[src/rtl/uart_tx_arbiter_if.sv]
// ----------------------------------------------------------------------------
// uart_tx_arbiter_if
//   Bundles the requester-side and transmitter-side handshake signals of
//   uart_tx_arbiter so the arbiter and its environment share one definition.
//
//   Parameters:
//     NUM_REQ     number of byte-stream requesters
//     WORD_WIDTH  byte width (matches the UART transmitter)
//
//   Signals:
//     req_valid   [NUM_REQ]             per-requester byte valid
//     req_data    [NUM_REQ*WORD_WIDTH]  flattened bytes, requester i at
//                                       [i*WORD_WIDTH +: WORD_WIDTH]
//     req_last    [NUM_REQ]             final byte of a packet
//     req_ready   [NUM_REQ]             per-requester accept
//     tx_valid                          byte valid to the transmitter
//     tx_data     [WORD_WIDTH]          byte to the transmitter
//     tx_ready                          transmitter can accept a byte
//     grant       [NUM_REQ]             one-hot current owner
//     busy                              arbiter in GRANT or GAP
//     timeout_err                       one-cycle pulse on forced release
//
//   Modports:
//     slave   the arbiter side
//     master  the requesters + transmitter side
// ----------------------------------------------------------------------------
interface uart_tx_arbiter_if #(
  parameter int unsigned NUM_REQ    = 4,
  parameter int unsigned WORD_WIDTH = 8
);

  logic [NUM_REQ-1:0]            req_valid;
  logic [NUM_REQ*WORD_WIDTH-1:0] req_data;
  logic [NUM_REQ-1:0]            req_last;
  logic [NUM_REQ-1:0]            req_ready;
  logic                          tx_valid;
  logic [WORD_WIDTH-1:0]         tx_data;
  logic                          tx_ready;
  logic [NUM_REQ-1:0]            grant;
  logic                          busy;
  logic                          timeout_err;

  modport slave (
    input  req_valid,
    input  req_data,
    input  req_last,
    input  tx_ready,
    output req_ready,
    output tx_valid,
    output tx_data,
    output grant,
    output busy,
    output timeout_err
  );

  modport master (
    output req_valid,
    output req_data,
    output req_last,
    output tx_ready,
    input  req_ready,
    input  tx_valid,
    input  tx_data,
    input  grant,
    input  busy,
    input  timeout_err
  );

endinterface

[src/rtl/uart_tx_arbiter.sv]
// ----------------------------------------------------------------------------
// uart_tx_arbiter
//   Round-robin arbiter sharing one UART transmitter between NUM_REQ
//   byte-stream requesters. The line is granted for a whole packet (through
//   the byte flagged req_last) so packets never interleave, and a programmable
//   idle gap is enforced after each packet before re-arbitrating.
//
//   Parameters:
//     NUM_REQ         number of requesters (>= 2)
//     WORD_WIDTH      byte width
//     GAP_CYCLES      idle cycles after a packet's last byte (0 allowed)
//     TIMEOUT_CYCLES  stall limit for the owner (timeout build only, >= 1)
//
//   Ports:
//     clock   single clock
//     rst     asynchronous, active-high reset
//     bus     uart_tx_arbiter_if.slave: requester handshakes, transmitter
//             handshake, grant / busy / timeout_err status
//
//   Optional feature:
//     UART_TX_ARB_TIMEOUT_EN  when defined, an owner that holds the grant
//                             with req_valid low for TIMEOUT_CYCLES cycles is
//                             released straight to IDLE and timeout_err
//                             pulses. When undefined the grant is held until
//                             the last byte is transferred and timeout_err=0.
// ----------------------------------------------------------------------------
module uart_tx_arbiter #(
  parameter int unsigned NUM_REQ        = 4,
  parameter int unsigned WORD_WIDTH     = 8,
  parameter int unsigned GAP_CYCLES     = 16,
  parameter int unsigned TIMEOUT_CYCLES = 1024
) (
  input  logic              clock,
  input  logic              rst,
  uart_tx_arbiter_if.slave  bus
);

  localparam int unsigned PW = $clog2(NUM_REQ);
  localparam int unsigned GW = (GAP_CYCLES > 0) ? $clog2(GAP_CYCLES + 1) : 1;

  localparam logic [PW:0]   NREQ_W   = (PW + 1)'(NUM_REQ);
  localparam logic [GW-1:0] GAP_LAST = GW'((GAP_CYCLES == 0) ? 0 : GAP_CYCLES - 1);

  localparam logic [1:0] S_IDLE  = 2'd0;
  localparam logic [1:0] S_GRANT = 2'd1;
  localparam logic [1:0] S_GAP   = 2'd2;

  // --------------------------------------------------------------------------
  // State
  // --------------------------------------------------------------------------
  logic [1:0]         r_state;
  logic [PW-1:0]      r_ptr;
  logic [NUM_REQ-1:0] r_grant;
  logic [GW-1:0]      r_gap_cnt;

`ifdef UART_TX_ARB_TIMEOUT_EN
  localparam int unsigned SW         = $clog2(TIMEOUT_CYCLES + 1);
  localparam logic [SW-1:0] STALL_LAST = SW'(TIMEOUT_CYCLES - 1);

  logic [SW-1:0]      r_stall_cnt;
  logic               r_timeout_err;
`else
  logic               w_unused_timeout;
  assign w_unused_timeout = (TIMEOUT_CYCLES == 0);
`endif

  // --------------------------------------------------------------------------
  // Round-robin pick: rotate the request vector so bit 0 corresponds to ptr,
  // take the lowest set bit, then rotate the offset back to a real index.
  // --------------------------------------------------------------------------
  logic [NUM_REQ-1:0] w_rot;
  logic               w_any;
  logic [PW-1:0]      w_off;
  logic [PW:0]        w_sum;
  logic [PW-1:0]      w_win_idx;
  logic [PW:0]        w_inc;
  logic [PW-1:0]      w_ptr_next;
  logic [NUM_REQ-1:0] w_win_oh;

  assign w_rot = NUM_REQ'({bus.req_valid, bus.req_valid} >> r_ptr);

  always_comb begin
    w_any = 1'b0;
    w_off = '0;
    for (int unsigned k = 0; k < NUM_REQ; k++) begin
      if (!w_any && w_rot[k]) begin
        w_any = 1'b1;
        w_off = PW'(k);
      end
    end
  end

  assign w_sum      = {1'b0, r_ptr} + {1'b0, w_off};
  assign w_win_idx  = (w_sum >= NREQ_W) ? PW'(w_sum - NREQ_W) : w_sum[PW-1:0];
  assign w_inc      = {1'b0, w_win_idx} + (PW + 1)'(1);
  assign w_ptr_next = (w_inc == NREQ_W) ? '0 : w_inc[PW-1:0];
  assign w_win_oh   = {{(NUM_REQ - 1){1'b0}}, 1'b1} << w_win_idx;

  // --------------------------------------------------------------------------
  // Datapath mux. r_grant is non-zero only in GRANT, so every output below
  // collapses to zero in IDLE and GAP without an explicit state decode.
  // --------------------------------------------------------------------------
  logic                  w_tx_valid;
  logic                  w_tx_last;
  logic [WORD_WIDTH-1:0] w_tx_data;
  logic                  w_xfer;

  assign w_tx_valid = |(r_grant & bus.req_valid);
  assign w_tx_last  = |(r_grant & bus.req_last);

  always_comb begin
    w_tx_data = '0;
    for (int unsigned i = 0; i < NUM_REQ; i++) begin
      if (r_grant[i]) begin
        w_tx_data = bus.req_data[i*WORD_WIDTH +: WORD_WIDTH];
      end
    end
  end

  assign w_xfer = (r_state == S_GRANT) && w_tx_valid && bus.tx_ready;

  assign bus.tx_valid  = w_tx_valid;
  assign bus.tx_data   = w_tx_data;
  assign bus.req_ready = r_grant & {NUM_REQ{bus.tx_ready}};
  assign bus.grant     = r_grant;
  assign bus.busy      = (r_state != S_IDLE);

`ifdef UART_TX_ARB_TIMEOUT_EN
  assign bus.timeout_err = r_timeout_err;
`else
  assign bus.timeout_err = 1'b0;
`endif

  // --------------------------------------------------------------------------
  // Control FSM
  // --------------------------------------------------------------------------
  always_ff @(posedge clock or posedge rst) begin
    if (rst) begin
      r_state       <= S_IDLE;
      r_ptr         <= '0;
      r_grant       <= '0;
      r_gap_cnt     <= '0;
`ifdef UART_TX_ARB_TIMEOUT_EN
      r_stall_cnt   <= '0;
      r_timeout_err <= 1'b0;
`endif
    end else begin
`ifdef UART_TX_ARB_TIMEOUT_EN
      r_timeout_err <= 1'b0;
`endif
      case (r_state)
        S_IDLE: begin
          if (w_any) begin
            r_state <= S_GRANT;
            r_grant <= w_win_oh;
            r_ptr   <= w_ptr_next;
          end
        end

        S_GRANT: begin
          if (w_xfer && w_tx_last) begin
            r_grant   <= '0;
            r_gap_cnt <= '0;
`ifdef UART_TX_ARB_TIMEOUT_EN
            r_stall_cnt <= '0;
`endif
            if (GAP_CYCLES == 0) begin
              r_state <= S_IDLE;
            end else begin
              r_state <= S_GAP;
            end
          end
`ifdef UART_TX_ARB_TIMEOUT_EN
          else if (w_tx_valid) begin
            r_stall_cnt <= '0;
          end else if (r_stall_cnt == STALL_LAST) begin
            // The stalled cycle that would bring the count to TIMEOUT_CYCLES
            // releases the line; ptr already points past this owner.
            r_state       <= S_IDLE;
            r_grant       <= '0;
            r_stall_cnt   <= '0;
            r_timeout_err <= 1'b1;
          end else begin
            r_stall_cnt <= r_stall_cnt + 1'b1;
          end
`endif
        end

        S_GAP: begin
          if (r_gap_cnt == GAP_LAST) begin
            r_state   <= S_IDLE;
            r_gap_cnt <= '0;
          end else begin
            r_gap_cnt <= r_gap_cnt + 1'b1;
          end
        end

        default: begin
          r_state <= S_IDLE;
          r_grant <= '0;
        end
      endcase
    end
  end

endmodule

[src/flat_wrapper.sv]
// flat-port wrapper written by rule: the top's interface ports become plain ports
module uart_tx_arbiter_flat 
#(
  parameter int unsigned NUM_REQ        = 4,
  parameter int unsigned WORD_WIDTH     = 8,
  parameter int unsigned GAP_CYCLES     = 16,
  parameter int unsigned TIMEOUT_CYCLES = 1024
)
  (clock, rst, bus_req_valid, bus_req_data, bus_req_last, bus_tx_ready, bus_req_ready, bus_tx_valid, bus_tx_data, bus_grant, bus_busy, bus_timeout_err);
  uart_tx_arbiter_if #(.NUM_REQ(NUM_REQ), .WORD_WIDTH(WORD_WIDTH)) bus_i ();
  input  logic clock;
  input  logic rst;
  input wire logic [$bits(bus_i.req_valid)-1:0] bus_req_valid;
  input wire logic [$bits(bus_i.req_data)-1:0] bus_req_data;
  input wire logic [$bits(bus_i.req_last)-1:0] bus_req_last;
  input wire logic [$bits(bus_i.tx_ready)-1:0] bus_tx_ready;
  output wire logic [$bits(bus_i.req_ready)-1:0] bus_req_ready;
  output wire logic [$bits(bus_i.tx_valid)-1:0] bus_tx_valid;
  output wire logic [$bits(bus_i.tx_data)-1:0] bus_tx_data;
  output wire logic [$bits(bus_i.grant)-1:0] bus_grant;
  output wire logic [$bits(bus_i.busy)-1:0] bus_busy;
  output wire logic [$bits(bus_i.timeout_err)-1:0] bus_timeout_err;
  assign bus_i.req_valid = bus_req_valid;
  assign bus_i.req_data = bus_req_data;
  assign bus_i.req_last = bus_req_last;
  assign bus_i.tx_ready = bus_tx_ready;
  assign bus_req_ready = bus_i.req_ready;
  assign bus_tx_valid = bus_i.tx_valid;
  assign bus_tx_data = bus_i.tx_data;
  assign bus_grant = bus_i.grant;
  assign bus_busy = bus_i.busy;
  assign bus_timeout_err = bus_i.timeout_err;
  uart_tx_arbiter #(.NUM_REQ(NUM_REQ), .WORD_WIDTH(WORD_WIDTH), .GAP_CYCLES(GAP_CYCLES), .TIMEOUT_CYCLES(TIMEOUT_CYCLES)) u_core (.clock(clock), .rst(rst), .bus(bus_i));
endmodule
[config.mk]
export PLATFORM = sky130hd
export DESIGN_NAME = uart_tx_arbiter_flat
export DESIGN_NICKNAME = d
export VERILOG_FILES = /design/src/rtl/uart_tx_arbiter_if.sv /design/src/rtl/uart_tx_arbiter.sv /design/src/flat_wrapper.sv
export SDC_FILE = /design/constraint.sdc
export NUM_CORES = 1
export LEC_CHECK = 0
export ABC_CLOCK_PERIOD_IN_PS = 2900
export CAP_MARGIN = 5
export CORE_MARGIN = 2
export CORE_UTILIZATION = 40
export CTS_CLUSTER_DIAMETER = 120
export DETAILED_ROUTE_END_ITERATION = 10
export MAX_ROUTING_LAYER = met4
export PLACE_DENSITY = 0.83
export SETUP_SLACK_MARGIN = 0.05
export SLEW_MARGIN = 20
export SYNTH_ARGS = -nofsm -noshare
export SYNTH_HDL_FRONTEND = slang
export SYNTH_SLANG_ARGS = --single-unit
[constraint.sdc]
create_clock -name clock -period 2.9 [get_ports clock]
set_clock_uncertainty 0.05 [all_clocks]
set_input_delay 0.58 -clock clock [delete_from_list [all_inputs] [get_ports clock]]
set_output_delay 0.58 -clock clock [all_outputs]
set_load 0.05 [all_outputs]
==> run summary, run 1 <==
ROUTING
------------------------------------------------------------------------------------
Mean number of vias per cell                                                    5.23
Residual DRC count                                                                 0
Routed wirelength normalized by instance count                               13.0 um
Number of detailed-routing iterations run before antenna repair                    4
Antenna-violating nets left                                                        0
Starting DRC count in detailed routing                                            57
Overall via count from detail_route                                             1343
Drt total wl                                                                 3350 um

WORST SETUP PATH
------------------------------------------------------------------------------------
Max incr delay on CP                                                          400 ps
Count of buffering cells on the critical path with inverters included              2
R2r startpoint                                                          u_core.r_ptr[0]
Type of element capturing the critical path                                flip-flop
Req. time, crit path                                                         3000 ps
Type of origin of the critical path                                     primary input
Sequence of cells on the critical path                                  clkdlybuf4s50_1 > buf_4 > nor2_1 > nor3_1 > a21oi_1 > o211ai_1 > ha_1 > xor2_2 > xor2_1 > ha_1 > nor4b_2 > a21oi_1 > o31ai_1
Worst reg2reg path depth                                                          10
Arrival time of data at the critical path endpoint                           2710 ps
Capture point of the worst path                                         u_core.bus.grant[3]
Path type of the worst setup path                                             in2reg
Highest fanout seen on the critical path                                           9
CP max-delay cell                                                       sky130_fd_sc_hd__clkdlybuf4s50_1
Worst R2R Setup Slack                                                         620 ps
Top delay family on crit path                                           buffers and inverters
Critical path origin                                                    bus_req_valid[2]
End of the worst register-to-register path                              u_core.bus.grant[3]
Stages on worst setup path                                                        13

TIMING
------------------------------------------------------------------------------------
Final-report hold violation count                                                  0
Highest clock rate                                                           382 MHz
Final critical delay including setup and external delays                     2620 ps
Final number of max-transition violations                                          0
Count of endpoints failing setup in the final report                               0
Max transition margin                                                          65.1%
Final worst path period share                                                  90.2%
Setup repair after global routing missed its margin                               no
Slew at the pin with the worst max-slew slack                                 523 ps
Post-route worst hold slack                                                   455 ps

CTS
------------------------------------------------------------------------------------
Root Driver                                                             sky130_fd_sc_hd__clkbuf_4
Clock tree buffer depth                                                            2
TritonCTS Buffers                                                                  3
Post-CTS Setup Repair Bufs                                                         0
Clock sink total                                                                  13
Clock transition at the registers of the reported paths                        70 ps
Worst-Skew Late Latency                                                       270 ps
CTS H-tree depth                                                                   1
TritonCTS clock tree                                                            done
Number of hold-repair buffers added at the cts stage                               0

YOSYS
------------------------------------------------------------------------------------
Top FF cell, synth                                                      sky130_fd_sc_hd__dfrtp_1
Post-synthesis cell area                                                   1230 um^2
Fraction of synthesized cell area taken by the top area cell type              26.4%
Post-Syn Area per Cell                                                     7.55 um^2
Share of async-settable or async-resettable flops after synthesis               100%
Number of library cell types mapped by synthesis                                  41
Number of enable-type register cells in the synthesized netlist                    0
Sequential share of the synthesized area                                       26.4%
Synthesized net count                                                            212
Number of register bits inferred by synthesis                                     13
Yosys warning count                                                                0
Synth Instances                                                                  163
Most common library cells after synthesis                               sky130_fd_sc_hd__nand2_1, sky130_fd_sc_hd__nor2_1, sky130_fd_sc_hd__a21oi_1
Cell accounting for the most synthesized area                           sky130_fd_sc_hd__dfrtp_1
Synth area leaders                                                      sky130_fd_sc_hd__dfrtp_1, sky130_fd_sc_hd__nand2_1, sky130_fd_sc_hd__nor2_1, sky130_fd_sc_hd__a21oi_1, sky130_fd_sc_hd__ha_1

STATUS
------------------------------------------------------------------------------------
Result of the run                                                       finished clean

PLACED DESIGN
------------------------------------------------------------------------------------
Quantity of I/O buffers inserted on ports                                         60
Final Wtd Congestion                                                           0.885
Inst Count DP                                                                    253
Cell area reported after detailed placement                                1950 um^2
DP HPWL                                                                      2650 um

POWER
------------------------------------------------------------------------------------
Power Total                                                                  1.79 mW
Static Leak                                                                 0.834 nW
Power Density                                                            897 nW/um^2
Max rail drop VDD                                                             434 uV

JOB
------------------------------------------------------------------------------------
Max capacitance violation total                                                    0

FINAL LAYOUT
------------------------------------------------------------------------------------
Final cell count without fillers                                                 257
Final design area excluding fillers                                        1990 um^2
Area overhead of the layout relative to synthesis                              61.9%
Final antenna diode count                                                          0
Finished Core Util                                                             66.9%
# nets final                                                                     274
Fraction of final layout cells sized beyond drive strength 1                   17.0%
Filler cell count                                                                234

GLOBAL ROUTE
------------------------------------------------------------------------------------
Vias in the first global route                                                  1164
Wire length of the first global-routing pass                                 5240 um
Initial antenna violation count                                                    0
Total overflow reported by the global router                                       0
Largest net degree at the start of global routing                                 22
Global-route usage over all layers                                             19.4%

FLOORPLANNING
------------------------------------------------------------------------------------
Area of the core region                                                    2980 um^2
Chip width                                                                   59.5 um
Vert. Die Dim                                                                59.5 um
Number of placed I/O pins                                                         62
# rows                                                                            20
DIE AREA                                                                   3540 um^2
Starting Density                                                               41.3%

WORST HOLD PATH
------------------------------------------------------------------------------------
Hold path startpoint                                                    u_core.r_gap_cnt[2]
Worst hold-check path type                                                   reg2reg

==> cell usage in the layout, fill, tap and decap left out, types with 2 or more instances in the layout <==
cell type                         instances
sky130_fd_sc_hd__nand2_1                 23
sky130_fd_sc_hd__o21ai_0                  7
sky130_fd_sc_hd__mux2_2                   2
sky130_fd_sc_hd__o22ai_2                  2
sky130_fd_sc_hd__o21ai_1                  8
sky130_fd_sc_hd__nand2b_1                 3
sky130_fd_sc_hd__a32oi_1                  3
sky130_fd_sc_hd__nor2_1                  23
sky130_fd_sc_hd__nor2b_1                  2
sky130_fd_sc_hd__buf_12                   9
sky130_fd_sc_hd__a22oi_1                  9
sky130_fd_sc_hd__a21oi_1                 15
sky130_fd_sc_hd__clkbuf_4                 3
sky130_fd_sc_hd__and2_1                   4
sky130_fd_sc_hd__buf_4                   15
sky130_fd_sc_hd__inv_1                    3
sky130_fd_sc_hd__nor4_1                   2
sky130_fd_sc_hd__dfrtp_1                 13
sky130_fd_sc_hd__clkdlybuf4s50_1         47
sky130_fd_sc_hd__ha_1                     6
sky130_fd_sc_hd__nor3_1                   3
==> area by class of cell <==
| type | instances | area [um^2] | share of cell area, % |
|---|---|---|---|
| Multi-Input combinational cell | 133 | 826 | 41.4 |
| Timing Repair Buffer | 71 | 763 | 38.3 |
| Sequential cell | 13 | 325 | 16.3 |
| Tap cell | 33 | 41.3 | 2.07 |
| Clock buffer | 4 | 26.3 | 1.32 |
| Inverter | 3 | 11.3 | 0.565 |
==> stage by stage <==
stage | TNS (ps) | setup slack, ps
6_report | 0 | 285
3_3_place_gp | 0 | 9.53
4_1_cts | 0 | 219
3_5_place_dp | -34.1 | -34.1
2_1_floorplan | 0 | 214
5_1_grt | 0 | 98.6
==> worst min path at each step <==
| stage | to | slack [ps] | depth (start not counted) |
|---|---|---|---|
| floorplan | u_core.bus.grant[0] | 410 | 1 |
| global placement | u_core.r_gap_cnt[2] | 440 | 1 |
| detailed placement | u_core.r_gap_cnt[2] | 450 | 1 |
| CTS | u_core.r_gap_cnt[2] | 460 | 1 |
| global route | u_core.r_gap_cnt[2] | 490 | 1 |
| finish | u_core.r_gap_cnt[2] | 450 | 1 |
==> worst register-to-register path: stages (launching register included) <==
cell	delay, ps
sky130_fd_sc_hd__dfrtp_1	510
sky130_fd_sc_hd__and3b_1	240
sky130_fd_sc_hd__a21oi_1	140
sky130_fd_sc_hd__o211ai_1	100
sky130_fd_sc_hd__ha_1	220
sky130_fd_sc_hd__xor2_2	160
sky130_fd_sc_hd__xor2_1	190
sky130_fd_sc_hd__ha_1	190
sky130_fd_sc_hd__nor4b_2	150
sky130_fd_sc_hd__a21oi_1	120
sky130_fd_sc_hd__o31ai_1	80
==> routing by layer <==
metal,share of wire [%],up-vias,wire length [um],global-route usage (%)
li1,-,702,-,-
met1,46,602,1540,25.3
met2,48,35,1600,31.4
met3,5.4,4,180,3.06
met4,0.92,0,31,4.55
met5,0,-,0,-
==> logic make-up (layout without fill, tap and decap cells) <==
kind of cell	Yosys count	after routing	share of synthesized area [%]
other	1	1	0.305
DFF	13	13	26.4
AOI/OAI and AO/OA	50	50	27.0
and+or+nand+nor	70	70	27.7
buffers and inverters	17	78	7.62
xor gates and xnor gates	3	3	2.13
adders and majority gates	6	6	6.10
muxes	3	3	2.64
==> power breakdown <==
group | switching (mW) | internal (mW) | total (mW)
Combinational | 0.700 | 0.612 | 1.31
Sequential | 0.115 | 0.249 | 0.364
Clock | 0.0586 | 0.0532 | 0.112
Total | 0.874 | 0.915 | 1.79
==> state kept, by name, indices dropped and copies added (netlist names) <==
name	flops
u_core.bus.grant	4
u_core.r_ptr	2
u_core.r_gap_cnt	5
u_core.r_state	2
==> repair_timing <==
item | CTS | global route
gates resized for setup | 0 | 2
hold endpoints to repair | 0 | 0
endpoints found under the setup margin | 0 | 1
Note: power is estimated with default switching activity, not from simulation.
==> run 2: changes to the inputs <==
--- a/config.mk
+++ b/config.mk
@@ -7,12 +7,13 @@
 export LEC_CHECK = 0
 export ABC_CLOCK_PERIOD_IN_PS = 2900
 export CAP_MARGIN = 5
-export CORE_MARGIN = 2
+export CORE_MARGIN = 3
 export CORE_UTILIZATION = 40
 export CTS_CLUSTER_DIAMETER = 120
 export DETAILED_ROUTE_END_ITERATION = 10
+export GPL_TIMING_DRIVEN = 0
 export MAX_ROUTING_LAYER = met4
-export PLACE_DENSITY = 0.83
+export PLACE_DENSITY = 0.88
 export SETUP_SLACK_MARGIN = 0.05
 export SLEW_MARGIN = 20
 export SYNTH_ARGS = -nofsm -noshare
==> run 2 against run 1 <==
Via count increased by 1.4%. Flip-flop and latch count unchanged. Critical path type is now reg2out. First-iteration DRC count increased by 110%. Critical endpoint is now bus_req_ready[3]. Register-to-register slack got worse by 320 ps. Worst setup slack got worse by 89 ps.
==> run summary, run 2 (synthesized netlist as in run 1, its figures left out) <==
CTS
----------------------------------------------------------------------------------
TritonCTS clock tree                                                          done   unchanged
Number of hold-repair buffers added at the cts stage                             0   unchanged
Post-CTS Setup Repair Bufs                                                       0   unchanged
Clock transition at the registers of the reported paths                      80 ps   was 70 ps
CTS H-tree depth                                                                 1   unchanged
TritonCTS Buffers                                                                3   unchanged
Clock sink total                                                                13   unchanged
Clock tree buffer depth                                                          2   unchanged
Root Driver                                                           sky130_fd_sc_hd__clkbuf_4   unchanged
Worst-Skew Late Latency                                                     280 ps   was 270 ps
Post_cts resized                                                                12   was 0

GLOBAL ROUTE
----------------------------------------------------------------------------------
Global-route usage over all layers                                           19.6%   was 19.4%
Initial antenna violation count                                                  0   unchanged
Vias in the first global route                                                1183   was 1164
Wire length of the first global-routing pass                               5420 um   was 5240 um
Largest net degree at the start of global routing                               14   was 22
Total overflow reported by the global router                                     0   unchanged

ROUTING
----------------------------------------------------------------------------------
Antenna-violating nets left                                                      0   unchanged
Mean number of vias per cell                                                  5.36   was 5.23
Routed wirelength normalized by instance count                             14.1 um   was 13.0 um
Residual DRC count                                                               0   unchanged
Drt total wl                                                               3580 um   was 3350 um
Number of detailed-routing iterations run before antenna repair                  4   unchanged
Overall via count from detail_route                                           1362   was 1343
Starting DRC count in detailed routing                                         121   was 57

TIMING
----------------------------------------------------------------------------------
Final critical delay including setup and external delays                   2700 ps   was 2620 ps
Final worst path period share                                                93.2%   was 90.2%
Setup repair after global routing missed its margin                             no   unchanged
Highest clock rate                                                         370 MHz   was 382 MHz
Final-report hold violation count                                                0   unchanged
Max transition margin                                                        64.8%   was 65.1%
Slew at the pin with the worst max-slew slack                               530 ps   was 523 ps
Count of endpoints failing setup in the final report                             0   unchanged
Final number of max-transition violations                                        0   unchanged
Total negative setup slack                                                    0 ps   unchanged

POWER
----------------------------------------------------------------------------------
Power Density                                                          847 nW/um^2   was 897 nW/um^2
Static Leak                                                               0.780 nW   was 0.834 nW
Max rail drop VDD                                                           435 uV   was 434 uV

PLACED DESIGN
----------------------------------------------------------------------------------
DP HPWL                                                                    2760 um   was 2650 um
Final Wtd Congestion                                                         0.792   was 0.885
Quantity of I/O buffers inserted on ports                                       56   was 60
Inst Count DP                                                                  250   was 253

FLOORPLANNING
----------------------------------------------------------------------------------
Starting Density                                                             43.2%   was 41.3%
Chip width                                                                 61.5 um   was 59.5 um
Vert. Die Dim                                                              61.5 um   was 59.5 um
Area of the core region                                                  2850 um^2   was 2980 um^2
Number of placed I/O pins                                                       62   unchanged
DIE AREA                                                                 3780 um^2   was 3540 um^2
# rows                                                                          19   was 20

WORST SETUP PATH
----------------------------------------------------------------------------------
Type of element capturing the critical path                           primary output   was flip-flop
Path type of the worst setup path                                          reg2out   was in2reg
Arrival time of data at the critical path endpoint                         2070 ps   was 2710 ps
Highest fanout seen on the critical path                                        10   was 9
Type of origin of the critical path                                      flip-flop   was primary input
Req. time, crit path                                                       2270 ps   was 3000 ps

JOB
----------------------------------------------------------------------------------
Max capacitance violation total                                                  0   unchanged

FINAL LAYOUT
----------------------------------------------------------------------------------
Final cell count without fillers                                               254   was 257
Flip-flop count of the largest register, all copies and words added              5   unchanged
# nets final                                                                   273   was 274
Final antenna diode count                                                        0   unchanged
Leading cell types in the layout, fill and taps excluded              sky130_fd_sc_hd__clkdlybuf4s50_1, sky130_fd_sc_hd__nand2_1, sky130_fd_sc_hd__nor2_1   unchanged
Fraction of final layout cells sized beyond drive strength 1                 13.5%   was 17.0%
Reg with most FFs                                                     u_core.r_gap_cnt   unchanged
Area overhead of the layout relative to synthesis                            47.7%   was 61.9%
Commonest non-fill, non-tap cell in the layout                        sky130_fd_sc_hd__clkdlybuf4s50_1   unchanged

WORST HOLD PATH
----------------------------------------------------------------------------------
Worst hold-check path type                                                 reg2reg   unchanged

STATUS
----------------------------------------------------------------------------------
Result of the run                                                     finished clean   unchanged

run 2: changes by cell type in the layout (fill, tap and decap cells not counted), sizes merged:
cell           delta
buf              -17
clkbuf           +15
clkdlybuf4s50     -1
dlygate4sd2       +2
run 2: metal layers:
metal	up-vias	global-route usage (%)	wire (um)
li1	691	-	-
met1	619	26.2	1530
met2	45	29.7	1820
met3	7	4.40	186
met4	0	5.45	45
met5	-	-	0
run 2: where the power goes:
group	internal (mW)	switching, mW
sequential	0.250	0.0753
clock	0.0534	0.0585
combinational	0.393	0.709
run 2: layout make-up:
type | count | area, um^2
fillers | 269 | 1030
multi-input cells | 133 | 812
repair buffers | 56 | 518
flip-flops and latches | 13 | 325
plain buffers | 14 | 86.3
well taps | 31 | 38.8
clock buffers | 4 | 26.3
inverters | 3 | 11.3
run 2: worst paths after layout:
kind	start	end	slack [ps]	depth (start not counted)
max	u_core.bus.grant[3]	bus_req_ready[3]	200	4
min	u_core.r_gap_cnt[2]	u_core.r_gap_cnt[2]	460	1
max reg2reg	u_core.r_ptr[0]	u_core.bus.grant[3]	300	11
min reg2reg	u_core.r_gap_cnt[2]	u_core.r_gap_cnt[2]	460	1
max in group asynchronous	rst	u_core.r_gap_cnt[4]	1890	2
min in group asynchronous	rst	u_core.r_ptr[0]	570	2
run 2: stage by stage:
stage	total power [mW]	setup slack (ps)	utilization, %	hold WS [ps]	instance area (um^2)
2_1_floorplan	1.13	214	-	407	1230
3_3_place_gp	1.45	21.0	64.2	439	1830
3_5_place_dp	1.48	0.530	64.2	449	1830
4_1_cts	1.56	51.7	64.7	460	1850
5_1_grt	1.67	63.5	63.7	490	1820
6_report	1.54	196	63.7	460	1820
run 2: worst max-delay path, stage by stage (launching register included):
cell and delay [ps]:
sky130_fd_sc_hd__dfrtp_1 420, sky130_fd_sc_hd__clkbuf_2 260, sky130_fd_sc_hd__clkbuf_1 380, sky130_fd_sc_hd__and2_1 190, sky130_fd_sc_hd__dlygate4sd2_1 530
==> run 3: changes to the inputs <==
--- a/config.mk
+++ b/config.mk
@@ -7,7 +7,6 @@
 export LEC_CHECK = 0
 export ABC_CLOCK_PERIOD_IN_PS = 2900
 export CAP_MARGIN = 5
-export CORE_MARGIN = 3
 export CORE_UTILIZATION = 40
 export CTS_CLUSTER_DIAMETER = 120
 export DETAILED_ROUTE_END_ITERATION = 10
==> constraint.sdc (replaced) <==
create_clock -name clock -period 2.9 [get_ports clock]
set_clock_uncertainty 0.05 [all_clocks]
set_input_delay 0.435 -clock clock [delete_from_list [all_inputs] [get_ports clock]]
set_output_delay 0.435 -clock clock [all_outputs]
set_load 0.05 [all_outputs]
==> run 3 against run 2 <==
The flow now finishes with violations (design-rule violations). Critical path type unchanged. Wire length fell by 0.36%. Clock power rose by 4%. First-iteration DRC count fell by 29%. Critical path depth did not move. Combinational power barely moved. Clock-buffer cell count did not move. Worst setup slack improved by 36 ps. Design area rose by 1.9%. Die area fell by 13%. Cell count did not move. Via count fell by 1.1%.
==> run summary, run 3 (synthesized netlist as in run 1, its figures left out) <==
STATUS
----------------------------------------------------------------------------------
Result of the run                                                     complete, but fails checks   was finished clean
Violated checks                                                       design-rule violations

JOB
----------------------------------------------------------------------------------
Max capacitance violation total                                                  0   unchanged

WORST SETUP PATH
----------------------------------------------------------------------------------
Type of element capturing the critical path                           primary output   unchanged
Arrival time of data at the critical path endpoint                         2180 ps   was 2070 ps
Req. time, crit path                                                       2410 ps   was 2270 ps
Type of origin of the critical path                                      flip-flop   unchanged
Path type of the worst setup path                                          reg2out   unchanged
Highest fanout seen on the critical path                                        10   unchanged

FINAL LAYOUT
----------------------------------------------------------------------------------
Final antenna diode count                                                        0   unchanged
Fraction of final layout cells sized beyond drive strength 1                 10.8%   was 13.5%
Finished Core Util                                                           65.5%   was 63.7%
# nets final                                                                   273   unchanged
Commonest non-fill, non-tap cell in the layout                        sky130_fd_sc_hd__clkdlybuf4s50_1   unchanged
Reg with most FFs                                                     u_core.r_gap_cnt   unchanged
Flip-flop count of the largest register, all copies and words added              5   unchanged
Area overhead of the layout relative to synthesis                            50.5%   was 47.7%
Final cell count without fillers                                               254   unchanged
Leading cell types in the layout, fill and taps excluded              sky130_fd_sc_hd__clkdlybuf4s50_1, sky130_fd_sc_hd__nand2_1, sky130_fd_sc_hd__nor2_1   unchanged
Filler cell count                                                              269   unchanged

CTS
----------------------------------------------------------------------------------
Post-CTS Setup Repair Bufs                                                       0   unchanged
TritonCTS clock tree                                                          done   unchanged
Clock sink total                                                                13   unchanged
TritonCTS Buffers                                                                3   unchanged
Clock transition at the registers of the reported paths                      90 ps   was 80 ps
Number of hold-repair buffers added at the cts stage                             0   unchanged
Worst-Skew Late Latency                                                     280 ps   about the same
Root Driver                                                           sky130_fd_sc_hd__clkbuf_4   unchanged
Clock tree buffer depth                                                          2   unchanged
CTS H-tree depth                                                                 1   unchanged

TIMING
----------------------------------------------------------------------------------
Total negative setup slack                                                    0 ps   unchanged
Final critical delay including setup and external delays                   2670 ps   was 2700 ps
Max transition margin                                                        65.4%   was 64.8%
Final number of max-transition violations                                        0   unchanged
Final-report hold violation count                                                0   unchanged
Final worst path period share                                                92.0%   was 93.2%
Setup repair after global routing missed its margin                             no   unchanged
Highest clock rate                                                         375 MHz   was 370 MHz
Slew at the pin with the worst max-slew slack                               518 ps   was 530 ps
Final Worst Setup Slack                                                     232 ps   was 196 ps
Post-route worst hold slack                                                 420 ps   was 460 ps
Count of endpoints failing setup in the final report                             0   unchanged

GLOBAL ROUTE
----------------------------------------------------------------------------------
Initial antenna violation count                                                  0   unchanged
Vias in the first global route                                                1181   was 1183
Global-route usage over all layers                                           22.4%   was 19.6%
Total overflow reported by the global router                                     0   unchanged
Wire length of the first global-routing pass                               5620 um   was 5420 um
Largest net degree at the start of global routing                               14   unchanged

ROUTING
----------------------------------------------------------------------------------
Mean number of vias per cell                                                  5.30   was 5.36
Overall via count from detail_route                                           1347   was 1362
Starting DRC count in detailed routing                                          86   was 121
Routed wirelength normalized by instance count                             14.0 um   was 14.1 um
Residual DRC count                                                               5   was 0
Antenna-violating nets left                                                      0   unchanged
Drt total wl                                                               3570 um   was 3580 um
Number of detailed-routing iterations run before antenna repair                  7   was 4

POWER
----------------------------------------------------------------------------------
Power Density                                                          837 nW/um^2   was 847 nW/um^2
Static Leak                                                               0.801 nW   was 0.780 nW
Max rail drop VDD                                                           515 uV   was 435 uV

FLOORPLANNING
----------------------------------------------------------------------------------
Starting Density                                                             43.5%   was 43.2%
DIE AREA                                                                 3300 um^2   was 3780 um^2
Area of the core region                                                  2830 um^2   was 2850 um^2
Number of placed I/O pins                                                       62   unchanged
Vert. Die Dim                                                              57.5 um   was 61.5 um
# rows                                                                          19   unchanged
Chip width                                                                 57.5 um   was 61.5 um

PLACED DESIGN
----------------------------------------------------------------------------------
DP HPWL                                                                    2740 um   was 2760 um
Quantity of I/O buffers inserted on ports                                       56   unchanged
Inst Count DP                                                                  250   unchanged
Final Wtd Congestion                                                         0.742   was 0.792
Pre-CTS setup slack                                                         157 ps   was 0.530 ps

WORST HOLD PATH
----------------------------------------------------------------------------------
Worst hold-check path type                                                in2async   was reg2reg

==> run 3: layout make-up <==
type / count / area (um^2) / area share, %
well taps: 31 / 38.8 / 2.09
multi-input cells: 133 / 812 / 43.8
clock buffers: 4 / 26.3 / 1.42
flip-flops and latches: 13 / 325 / 17.6
inverters: 3 / 11.3 / 0.608
repair buffers: 56 / 551 / 29.7
plain buffers: 14 / 88.8 / 4.79
==> run 3: final timing paths <==
kind | start | end | slack, ps | cells past startpoint
worst min-delay path | rst | u_core.r_gap_cnt[3] | 420 | 2
worst min register to register | u_core.r_gap_cnt[0] | u_core.r_gap_cnt[0] | 460 | 1
worst max register to register | u_core.r_ptr[0] | u_core.bus.grant[3] | 370 | 11
worst max-delay path | u_core.bus.grant[3] | bus_req_ready[3] | 230 | 4
min in group clock | u_core.r_gap_cnt[0] | u_core.r_gap_cnt[0] | 460 | 1
max in group asynchronous | rst | u_core.bus.grant[1] | 2040 | 2
==> run 3: critical path: stages (launching register included) <==
cell and delay, ps:
sky130_fd_sc_hd__dfrtp_1 410, sky130_fd_sc_hd__clkbuf_2 270, sky130_fd_sc_hd__clkbuf_2 270, sky130_fd_sc_hd__and2_1 160, sky130_fd_sc_hd__clkdlybuf4s50_1 800
==> run 3: metrics by stage <==
stage	total power, mW	cell area, um^2
finish	1.55	1850
global route	1.68	1850
CTS	1.55	1850
detailed placement	1.47	1830
global placement	1.45	1830
floorplan	1.13	1230
==> run 3: repair_timing <==
action,in CTS,in global routing
pin swaps,0,0
endpoints found under the setup margin,10,3
resized for setup,11,6
==> run 3: routing by layer <==
layer,global-route usage (%),wire length [um],share of wire (%),vias up
li1,-,-,-,690
met1,30.6,1590,45,618
met2,35.4,1790,50,37
met3,3.40,175,4.9,2
met4,4.18,10,0.28,0
met5,-,0,0,-
==> run 3: power by group <==
part           switching [mW]  leakage [nW]  internal, mW
clock                  0.0623        0.0150        0.0533
sequential             0.0751         0.165         0.250
combinational           0.700         0.621         0.410
total                   0.837         0.801         0.714
